**config.mk**
```make
export PLATFORM = sky130hd
export DESIGN_NAME = wb_stage_flat
export DESIGN_NICKNAME = d
export VERILOG_FILES = /design/src/rtl/wb_stage_pkg.sv /design/src/rtl/wb_stage_if.sv /design/src/rtl/wb_stage_load_align.sv /design/src/rtl/wb_stage.sv /design/src/flat_wrapper.sv
export SDC_FILE = /design/constraint.sdc
export NUM_CORES = 1
export LEC_CHECK = 0
export CAP_MARGIN = 10
export CORE_AREA = 2 2 121 123
export CTS_BUF_LIST = sky130_fd_sc_hd__clkbuf_2 sky130_fd_sc_hd__clkbuf_4 sky130_fd_sc_hd__clkbuf_8
export DETAILED_ROUTE_END_ITERATION = 7
export DIE_AREA = 0 0 123 125
export PLACE_DENSITY_LB_ADDON = 0.25
export SETUP_SLACK_MARGIN = 0.02
export SYNTH_ARGS = -nofsm -noshare
export SYNTH_HDL_FRONTEND = slang
export SYNTH_SLANG_ARGS = --single-unit
```
**constraint.sdc**
```tcl
create_clock -name clk_i -period 4.2 [get_ports clk_i]
set_input_delay 0.42 -clock clk_i [delete_from_list [all_inputs] [get_ports clk_i]]
set_output_delay 0.42 -clock clk_i [all_outputs]
set_load 0.01 [all_outputs]
```
**src/rtl/wb_stage_pkg.sv**
```systemverilog
// Shared constants and types for the writeback stage: widths, load funct3 codes,
// the arbitration select type and the load extension helpers.
package wb_pkg;

  localparam int XLEN = 32;
  localparam int NREG = 32;
  localparam int AW   = $clog2(NREG);

  localparam logic [2:0] F3_LB  = 3'b000;
  localparam logic [2:0] F3_LH  = 3'b001;
  localparam logic [2:0] F3_LW  = 3'b010;
  localparam logic [2:0] F3_LBU = 3'b100;
  localparam logic [2:0] F3_LHU = 3'b101;

  typedef enum logic [1:0] {
    SEL_NONE = 2'd0,
    SEL_ALU  = 2'd1,
    SEL_LSU  = 2'd2
  } wb_sel_e;

  function automatic logic [XLEN-1:0] ext8(input logic [7:0] b, input logic is_signed);
    return {{(XLEN-8){is_signed & b[7]}}, b};
  endfunction

  function automatic logic [XLEN-1:0] ext16(input logic [15:0] h, input logic is_signed);
    return {{(XLEN-16){is_signed & h[15]}}, h};
  endfunction

endpackage

```
**src/rtl/wb_stage_if.sv**
```systemverilog
// Bundles the ALU/LSU result handshakes, issue port, scoreboard and register-file
// write port of the writeback stage; slave is the stage, master is whoever drives it.
interface wb_stage_if;
  import wb_pkg::*;

  logic             alu_valid_i;
  logic             alu_ready_o;
  logic [AW-1:0]    alu_rd_addr_i;
  logic [XLEN-1:0]  alu_data_i;
  logic             lsu_valid_i;
  logic             lsu_ready_o;
  logic [AW-1:0]    lsu_rd_addr_i;
  logic [XLEN-1:0]  lsu_rdata_i;
  logic [2:0]       lsu_funct3_i;
  logic [1:0]       lsu_off_i;
  logic             issue_i;
  logic [AW-1:0]    issue_rd_i;
  logic [NREG-1:0]  busy_o;
  logic [AW-1:0]    rd_addr_o;
  logic [XLEN-1:0]  rd_data_o;
  logic             rd_wren_o;
  logic             load_err_o;

  modport slave (
    input  alu_valid_i, alu_rd_addr_i, alu_data_i,
    input  lsu_valid_i, lsu_rd_addr_i, lsu_rdata_i, lsu_funct3_i, lsu_off_i,
    input  issue_i, issue_rd_i,
    output alu_ready_o, lsu_ready_o, busy_o,
    output rd_addr_o, rd_data_o, rd_wren_o, load_err_o
  );

  modport master (
    output alu_valid_i, alu_rd_addr_i, alu_data_i,
    output lsu_valid_i, lsu_rd_addr_i, lsu_rdata_i, lsu_funct3_i, lsu_off_i,
    output issue_i, issue_rd_i,
    input  alu_ready_o, lsu_ready_o, busy_o,
    input  rd_addr_o, rd_data_o, rd_wren_o, load_err_o
  );

endinterface

```
**src/rtl/wb_stage_load_align.sv**
```systemverilog
// Combinational load data alignment: picks the addressed byte/half of the raw word,
// sign- or zero-extends it, and flags illegal funct3 codes and misaligned accesses.
module load_align
  import wb_pkg::*;
(
  input  logic [XLEN-1:0] i_rdata,
  input  logic [2:0]      i_funct3,
  input  logic [1:0]      i_off,
  output logic [XLEN-1:0] o_data,
  output logic            o_err
);

  logic [7:0]  w_byte;
  logic [15:0] w_half;

  always_comb begin
    w_byte = i_rdata[7:0];
    case (i_off)
      2'd0:    w_byte = i_rdata[7:0];
      2'd1:    w_byte = i_rdata[15:8];
      2'd2:    w_byte = i_rdata[23:16];
      2'd3:    w_byte = i_rdata[31:24];
      default: w_byte = i_rdata[7:0];
    endcase
    w_half = i_off[1] ? i_rdata[31:16] : i_rdata[15:0];
  end

  always_comb begin
    o_data = {XLEN{1'b0}};
    o_err  = 1'b0;
    case (i_funct3)
      F3_LB:  o_data = ext8(w_byte, 1'b1);
      F3_LBU: o_data = ext8(w_byte, 1'b0);
      F3_LH:  begin o_data = ext16(w_half, 1'b1); o_err = i_off[0]; end
      F3_LHU: begin o_data = ext16(w_half, 1'b0); o_err = i_off[0]; end
      F3_LW:  begin o_data = i_rdata;             o_err = (i_off != 2'd0); end
      default: begin o_data = {XLEN{1'b0}};       o_err = 1'b1; end
    endcase
  end

endmodule

```
**src/rtl/wb_stage.sv**
```systemverilog
// Writeback stage: arbitrates ALU vs LSU results with an anti-starvation limit,
// registers one register-file write per cycle and tracks pending writes in busy_o.
module wb_stage
  import wb_pkg::*;
#(
  parameter int STARVE_MAX = 3
) (
  input  logic       clk_i,
  input  logic       rst_i,
  wb_stage_if.slave  bus
);

  localparam int SW = $clog2(STARVE_MAX + 1);

  logic [SW-1:0]   r_starve;
  logic [AW-1:0]   r_rd_addr;
  logic [XLEN-1:0] r_rd_data;
  logic            r_rd_wren;
  logic            r_load_err;
  logic [NREG-1:0] r_busy;

  logic            w_alu_win;
  wb_sel_e         w_sel;
  logic [XLEN-1:0] w_ld_data;
  logic            w_ld_err;
  logic [NREG-1:0] w_busy_nxt;

  load_align u_align (
    .i_rdata  (bus.lsu_rdata_i),
    .i_funct3 (bus.lsu_funct3_i),
    .i_off    (bus.lsu_off_i),
    .o_data   (w_ld_data),
    .o_err    (w_ld_err)
  );

  // LSU wins unless it is idle or the ALU has already lost STARVE_MAX cycles in a row.
  always_comb begin
    w_alu_win = bus.alu_valid_i & (~bus.lsu_valid_i | (r_starve == SW'(STARVE_MAX)));
    w_sel     = SEL_NONE;
    if (rst_i)                w_sel = SEL_NONE;
    else if (w_alu_win)       w_sel = SEL_ALU;
    else if (bus.lsu_valid_i) w_sel = SEL_LSU;
    else                      w_sel = SEL_NONE;
  end

  assign bus.alu_ready_o = (w_sel == SEL_ALU);
  assign bus.lsu_ready_o = (w_sel == SEL_LSU);

  // Clear the accepted destination first so a same-cycle issue to it keeps the bit set.
  always_comb begin
    w_busy_nxt = r_busy;
    case (w_sel)
      SEL_ALU: w_busy_nxt[bus.alu_rd_addr_i] = 1'b0;
      SEL_LSU: w_busy_nxt[bus.lsu_rd_addr_i] = 1'b0;
      default: w_busy_nxt = r_busy;
    endcase
    w_busy_nxt[bus.issue_rd_i] = w_busy_nxt[bus.issue_rd_i] | bus.issue_i;
    w_busy_nxt[0] = 1'b0;
  end

  always_ff @(posedge clk_i) begin
    if (rst_i) begin
      r_starve   <= {SW{1'b0}};
      r_rd_addr  <= {AW{1'b0}};
      r_rd_data  <= {XLEN{1'b0}};
      r_rd_wren  <= 1'b0;
      r_load_err <= 1'b0;
      r_busy     <= {NREG{1'b0}};
    end else begin
      r_busy <= w_busy_nxt;
      if (bus.alu_valid_i && (w_sel != SEL_ALU)) begin
        r_starve <= (r_starve == SW'(STARVE_MAX)) ? r_starve : r_starve + SW'(1);
      end else begin
        r_starve <= {SW{1'b0}};
      end
      case (w_sel)
        SEL_ALU: begin
          r_rd_addr  <= bus.alu_rd_addr_i;
          r_rd_data  <= bus.alu_data_i;
          r_rd_wren  <= (bus.alu_rd_addr_i != {AW{1'b0}});
          r_load_err <= 1'b0;
        end
        SEL_LSU: begin
          r_rd_addr  <= bus.lsu_rd_addr_i;
          r_rd_data  <= w_ld_data;
          r_rd_wren  <= ~w_ld_err & (bus.lsu_rd_addr_i != {AW{1'b0}});
          r_load_err <= w_ld_err;
        end
        default: begin
          r_rd_wren  <= 1'b0;
          r_load_err <= 1'b0;
        end
      endcase
    end
  end

  assign bus.rd_addr_o  = r_rd_addr;
  assign bus.rd_data_o  = r_rd_data;
  assign bus.rd_wren_o  = r_rd_wren;
  assign bus.load_err_o = r_load_err;
  assign bus.busy_o     = r_busy;

endmodule
```
**src/flat_wrapper.sv**
```systemverilog
// flat-port wrapper written by rule: the top's interface ports become plain ports
module wb_stage_flat import wb_pkg::*;
#(
  parameter int STARVE_MAX = 3
)
  (clk_i, rst_i, bus_alu_valid_i, bus_alu_rd_addr_i, bus_alu_data_i, bus_lsu_valid_i, bus_lsu_rd_addr_i, bus_lsu_rdata_i, bus_lsu_funct3_i, bus_lsu_off_i, bus_issue_i, bus_issue_rd_i, bus_alu_ready_o, bus_lsu_ready_o, bus_busy_o, bus_rd_addr_o, bus_rd_data_o, bus_rd_wren_o, bus_load_err_o);
  wb_stage_if bus_i ();
  input  logic clk_i;
  input  logic rst_i;
  input wire logic [$bits(bus_i.alu_valid_i)-1:0] bus_alu_valid_i;
  input wire logic [$bits(bus_i.alu_rd_addr_i)-1:0] bus_alu_rd_addr_i;
  input wire logic [$bits(bus_i.alu_data_i)-1:0] bus_alu_data_i;
  input wire logic [$bits(bus_i.lsu_valid_i)-1:0] bus_lsu_valid_i;
  input wire logic [$bits(bus_i.lsu_rd_addr_i)-1:0] bus_lsu_rd_addr_i;
  input wire logic [$bits(bus_i.lsu_rdata_i)-1:0] bus_lsu_rdata_i;
  input wire logic [$bits(bus_i.lsu_funct3_i)-1:0] bus_lsu_funct3_i;
  input wire logic [$bits(bus_i.lsu_off_i)-1:0] bus_lsu_off_i;
  input wire logic [$bits(bus_i.issue_i)-1:0] bus_issue_i;
  input wire logic [$bits(bus_i.issue_rd_i)-1:0] bus_issue_rd_i;
  output wire logic [$bits(bus_i.alu_ready_o)-1:0] bus_alu_ready_o;
  output wire logic [$bits(bus_i.lsu_ready_o)-1:0] bus_lsu_ready_o;
  output wire logic [$bits(bus_i.busy_o)-1:0] bus_busy_o;
  output wire logic [$bits(bus_i.rd_addr_o)-1:0] bus_rd_addr_o;
  output wire logic [$bits(bus_i.rd_data_o)-1:0] bus_rd_data_o;
  output wire logic [$bits(bus_i.rd_wren_o)-1:0] bus_rd_wren_o;
  output wire logic [$bits(bus_i.load_err_o)-1:0] bus_load_err_o;
  assign bus_i.alu_valid_i = bus_alu_valid_i;
  assign bus_i.alu_rd_addr_i = bus_alu_rd_addr_i;
  assign bus_i.alu_data_i = bus_alu_data_i;
  assign bus_i.lsu_valid_i = bus_lsu_valid_i;
  assign bus_i.lsu_rd_addr_i = bus_lsu_rd_addr_i;
  assign bus_i.lsu_rdata_i = bus_lsu_rdata_i;
  assign bus_i.lsu_funct3_i = bus_lsu_funct3_i;
  assign bus_i.lsu_off_i = bus_lsu_off_i;
  assign bus_i.issue_i = bus_issue_i;
  assign bus_i.issue_rd_i = bus_issue_rd_i;
  assign bus_alu_ready_o = bus_i.alu_ready_o;
  assign bus_lsu_ready_o = bus_i.lsu_ready_o;
  assign bus_busy_o = bus_i.busy_o;
  assign bus_rd_addr_o = bus_i.rd_addr_o;
  assign bus_rd_data_o = bus_i.rd_data_o;
  assign bus_rd_wren_o = bus_i.rd_wren_o;
  assign bus_load_err_o = bus_i.load_err_o;
  wb_stage #(.STARVE_MAX(STARVE_MAX)) u_core (.clk_i(clk_i), .rst_i(rst_i), .bus(bus_i));
endmodule
```
==> results of run 1 <==
-- where the power goes --
group	switching, mW	internal [mW]
registers	0.0198	0.718
logic	0.220	0.228
clock network	0.296	0.293
-- final timing paths --
kind	startpoint	slack, ps	to
worst max-delay path	u_core.r_starve[0]	530	u_core.bus.busy_o[31]
worst min-delay path	rst_i	460	u_core.r_starve[1]
worst max register to register	u_core.r_starve[0]	530	u_core.bus.busy_o[31]
worst min register to register	u_core.bus.rd_data_o[9]	460	u_core.bus.rd_data_o[9]
-- registers in the layout, indices dropped and copies added, names as in the netlist --
| register | count |
|---|---|
| u_core.r_starve | 2 |
| u_core.bus.busy_o | 31 |
| u_core.bus.load_err_o | 1 |
| u_core.bus.rd_data_o | 32 |
| u_core.bus.rd_wren_o | 1 |
| u_core.bus.rd_addr_o | 5 |
-- area by class of cell --
class	instances	area, um^2	area share [%]
Timing Repair Buffer	169	1660	25.8
Sequential cell	72	1440	22.3
Clock buffer	10	138	2.13
Tap cell	184	230	3.56
Clock inverter	6	67.6	1.05
Inverter	12	45.0	0.697
Multi-Input combinational cell	448	2870	44.5
-- layout by cell type, fill, tap and decap left out, types with 6 or more instances in the layout --
cell,Yosys,final
mux4_2,9,9
nor4_1,6,6
or4_1,8,8
o21bai_1,8,8
nor2b_1,43,43
nand3_1,10,10
a311oi_1,9,9
a211oi_1,9,9
inv_1,12,12
clkbuf_8,0,10
a21oi_1,61,61
mux2i_1,7,7
nand2b_1,8,8
nor2_1,49,49
o21ai_0,13,13
buf_4,3,9
dfxtp_1,72,72
nand2_1,58,58
o221ai_1,8,8
clkdlybuf4s50_1,0,159
nor3_1,42,42
a22oi_1,16,16
nand3b_1,7,7
-- kinds of logic (layout without fill, tap and decap cells) --
logic type	Yosys count	after routing	share of synthesized area (%)
AOI/OAI and AO/OA	157	157	23.0
adders and majority gates	4	4	1.09
buffers and inverters	65	197	5.98
and+or+nand+nor	268	268	32.0
other	1	1	0.0818
muxes	17	17	6.20
DFF	72	72	31.5
xor gates and xnor gates	1	1	0.191
-- critical path, cell delays in order (launching register included) --
cell and delay [ps]:
dfxtp_1 350, ha_1 240, nand2b_1 130, nand3_1 150, ha_2 420, nor4b_1 580, a221oi_1 210, and2_1 220
or4b_1 680, nor4_4 430, a211oi_1 120
-- per-stage QoR --
| step | worst slack, ps | instances | cell area [um^2] | hold WS (ps) | utilization [%] |
|---|---|---|---|---|---|
| 3_5_place_dp | 313 | 885 | 6250 | 456 | 44.0 |
| 4_1_cts | 558 | 901 | 6460 | 449 | 45.5 |
| 2_1_floorplan | 590 | 585 | 4580 | 468 | - |
| 6_report | 529 | 901 | 6460 | 461 | 45.5 |
| 5_1_grt | 241 | 901 | 6460 | 487 | 45.5 |
| 3_3_place_gp | 382 | 885 | 6250 | 447 | 44.0 |
-- layer usage --
metal | track usage (%) | up-vias | wire length [um] | part of all wire [%]
met5 | 0 | - | 11 | 0.066
met4 | 7.15 | 2 | 383 | 2.3
met3 | 5.25 | 22 | 1310 | 7.9
met2 | 32.5 | 205 | 7610 | 46
met1 | 28.7 | 2340 | 7290 | 44
li1 | - | 2402 | - | -
==> results.cfg, run 1 <==
[run_status]
status = completed

[setup_path]
required_ps = 4430
cp_max_fo = 13
arrival_ps = 3900
cp-start-kind = flop
critPathKind = reg2reg
endpoint_kind = flop
rr_worst_depth = 10

[sta]
max_freq_mhz = 272
tightest_slew_ps = 881
hold_violations = 0
fin_crit_sh_pct = 87.4
period_needed_ps = 3670
slew_headroom_pct = 41.1
clock-skew-final_ps = 12.9
setup_viol = 0
rsz0062_at_grt = no
drv_slew = 0
finalSetupTns_ps = 0

[floorplanning]
core_area_um2 = 14200
start_util_pct = 32.3
die_w_um = 123
die_area_um2 = 15400
die_height_um = 125
ios = 162
row_count = 44

[cts]
cts_tree = built
cts_root_buf = clkbuf_8
clk_pin_slew_ps = 90
cts_resized = 0
cts_buffer_depth = 2
insertion_delay_ps = 370
postCtsSetupBuffers = 0
h-tree-depth = 3
cts_made_buffers = 9
clock_sinks = 72
cts_hold_buf = 0

[synthesis]
synth_top_area_cell = dfxtp_1
syn_area_um2 = 4580
yosys-top-cells-area = dfxtp_1 31%, a21oi_1 6.7%, nor2b_1 5.9%
ys_warn_count = 0
synthFlopType = dfxtp_1
synthArstFlopShare_pct = 0
synth_cells = 585
syn_area_per_cell_um2 = 7.83
synth.most_common_cell = dfxtp_1
syn_nets = 678
synth_common_cells = 72 x dfxtp_1, 61 x a21oi_1, 58 x nand2_1
netlist.area_leader.share_pct = 31.5
synth_seq_area_share_pct = 31.5
ys_seq_elements = 72
synth_edf_count = 0
synth_cell_types = 66

[min_path]
hold-path-cell-count = 4
hold_class = in2reg

[placed_design]
portBuffers = 160
dpl.hpwl_um = 12500
globalplace.congestion = 0.915

[pwr]
total_power_mw = 1.77
ir_drop_uv = 138
p_leak_nw = 2.17
power_density_nw_per_um2 = 275

[final_layout]
diodes = 0
layout.nets = 805
fill_cells = 1456
drive_gt1_share_pct = 7.39
syn_to_final_growth_pct = 41.0

[global_route]
grt_use_total_pct = 21.1
antenna_found_initial = 1
grt_pass1_wl_um = 25300
grt_pass1_vias = 4680
overflow = 0
grt_start_max_net_pins = 66

[routing]
wl_um = 16600
route.detailed.drc = 0
vias_per_cell = 5.52
wire_per_inst_um = 18.4
vias = 4971
dr.pass1.iters = 5
drtAntennaViolNets = 0
dr.first_iter.drc_count = 335

[job]
maxCapViolations = 0
(Power assumes the default switching activity.)
==> inputs of run 2 (changes only) <==
CORE_AREA = 2 2 135 124   (was 2 2 121 123)
DIE_AREA = 0 0 137 126   (was 0 0 123 125)
SYNTH_HIERARCHICAL = 1   (was default)
==> results.cfg, run 2 <==
[routing]
dr.first_iter.drc_count = 371
met1_length_um = 8140
wire_per_inst_um = 18.6
met3_length_um = 1100
wl_um = 17800
route.detailed.drc = 0
drtAntennaViolNets = 0
topRoutingLayerUsed = met4
vias_per_cell = 5.48
dr.pass1.iters = 6
vias = 5247
routed-wl-met2_um = 8060

[sta]
max_freq_mhz = 289
slew_headroom_pct = 35.3
drv_slew = 0
clock-skew-final_ps = 15.5
tightest_slew_ps = 966
setup_viol = 0
rsz0062_at_grt = no
fin_crit_sh_pct = 82.3
finalSetupTns_ps = 0
hold_violations = 0
period_needed_ps = 3450

[min_path]
min_from = u_core/bus.busy_o[24]
hold_class = reg2reg
hold-path-cell-count = 2
holdPathEnd = u_core/bus.busy_o[24]

[setup_path]
cp_top_family = simple AND/OR/NAND/NOR gates
crit_buf_inv = 1
cp_max_fo = 23
critPathKind = reg2reg
rrSetupSlack_ps = 750
cp-start-kind = flop
worst_r2r_endpoint = u_core/bus.busy_o[12]
arrival_ps = 3690
rr_worst_depth = 11
crit_chain = ha_1 -> nand2b_1 -> nand3b_1 -> ha_4 -> nor4b_2 -> a221oi_1 -> a22oi_1 -> nand4_2 -> nor4_4 -> buf_4 -> a311oi_1
critPathLaunch = u_core/r_starve[0]
rr_startpoint = u_core/r_starve[0]
required_ps = 4440
cpPeakStageDelay_ps = 530
slowest_stage = nor4b_2
endpoint_kind = flop

[floorplanning]
die_height_um = 126
core_area_um2 = 15900
start_util_pct = 32.4
row_count = 44
ios = 162
die_area_um2 = 17300
die_w_um = 137

[synthesis]
netlist.area_leader.share_pct = 28.0
synth.most_common_cell = nor2_1
synth_seq_area_share_pct = 28.0
synth_cell_types = 62
syn_nets = 719
synth_edf_count = 0
syn_area_per_cell_um2 = 8.20
synth_top_area_cell = dfxtp_1
syn_area_um2 = 5140
post_synth_xor_area_fraction_pct = 0.170
synthSimpleGateAreaFrac_pct = 24.6
synth_common_cells = 118 x nor2_1, 72 x dfxtp_1, 47 x a21oi_1
synth_cells = 627
synth.area.mux_share_pct = 12.9
yosys-top-cells-area = dfxtp_1 28%, mux2i_1 8.8%, nor2_1 8.6%
ys_warn_count = 6
synthFlopType = dfxtp_1
synthArstFlopShare_pct = 0
ys_seq_elements = 72
synth_compound_area_share_pct = 25.5
synth_top_family_by_area = compound AO/OA/AOI/OAI gates
yosys.area_share.adder_pct = 0.730

[placed_design]
portBuffers = 160
placed_cell_area_um2 = 6730
dpl.hpwl_um = 13300
globalplace.congestion = 0.968

[global_route]
grt_pass1_wl_um = 27600
grt_use_total_pct = 20.5
grt_pass1_vias = 5092
grt_start_max_net_pins = 74
overflow = 0
antenna_found_initial = 0

[cts]
cts_made_buffers = 9
cts_tree = built
cts_root_buf = clkbuf_8
h-tree-depth = 3
postCtsSetupBuffers = 0
clk_pin_slew_ps = 80
cts_buffer_depth = 2
cts_hold_buf = 0
cts_resized = 0
clock_sinks = 72
insertion_delay_ps = 370

[pwr]
power_density_nw_per_um2 = 283
ir_drop_uv = 193
total_power_mw = 1.98
p_leak_nw = 2.38

[run_status]
status = completed

[final_layout]
multi_input_area_um2 = 3300
final_util_pct = 44.1
final_cell_mix = 159 x clkdlybuf4s50_1, 118 x nor2_1, 72 x dfxtp_1
drive_gt1_share_pct = 10.0
fill_cells = 1559
diodes = 0
syn_to_final_growth_pct = 36.1
stdcell_area_um2 = 7000
largest_reg_flops = 32
layout_commonest_cell = clkdlybuf4s50_1
layout.nets = 837
seq_area_um2 = 1440

[job]
maxCapViolations = 0
## run 2: area by class of cell
cell class | instances | area share (%)
multi-input combinational | 476 | 47.1
timing repair buffer | 170 | 23.9
sequential | 72 | 20.6
tap | 207 | 3.70
clock inverter | 7 | 2.06
clock buffer | 9 | 1.77
inverter | 16 | 0.859
## run 2: metal layers
layer	GRT usage (%)	vias to the layer above
met4	7.40	0
met5	0	-
li1	-	2550
met1	28.3	2453
met3	4.03	33
met2	31.5	211
## run 2: kinds of logic after synthesis
group,after synthesis
AO/OA/AOI/OAI,189
AND/OR/NAND/NOR,219
buffers and inverters,79
multiplexers,63
flip-flops,72
other,1
adder cells (fa/ha/maj),3
XOR/XNOR,1
## run 2: tightest hold or removal path, delay by kind of cell (launching register included)
| family | cells | cell delay (ps) |
|---|---|---|
| simple gates | 1 | 70 |
| flops | 1 | 320 |
| compound gates | 1 | 60 |
## run 2: worst max path at each step
stage / slack [ps] / endpoint / depth (start not counted)
after floorplan: 790 / u_core/bus.busy_o[30] / 12
after global placement: 580 / u_core/bus.busy_o[30] / 12
after detailed placement: 500 / u_core/bus.busy_o[22] / 12
after CTS: 750 / u_core/bus.busy_o[22] / 11
after global routing: 440 / u_core/bus.busy_o[10] / 11
final: 750 / u_core/bus.busy_o[12] / 11
## run 2: power by group
part / internal, mW / switching (mW)
registers: 0.714 / 0.0181
logic: 0.243 / 0.256
clock network: 0.455 / 0.295
total: 1.41 / 0.569
## run 2: metrics by stage
stage          hold slack (ps)  setup slack [ps]  cells
2_1_floorplan              468               794    627
3_3_place_gp               466               578    941
4_1_cts                    487               751    957
6_report                   483               745    957
3_5_place_dp               472               502    941
5_1_grt                    509               436    957
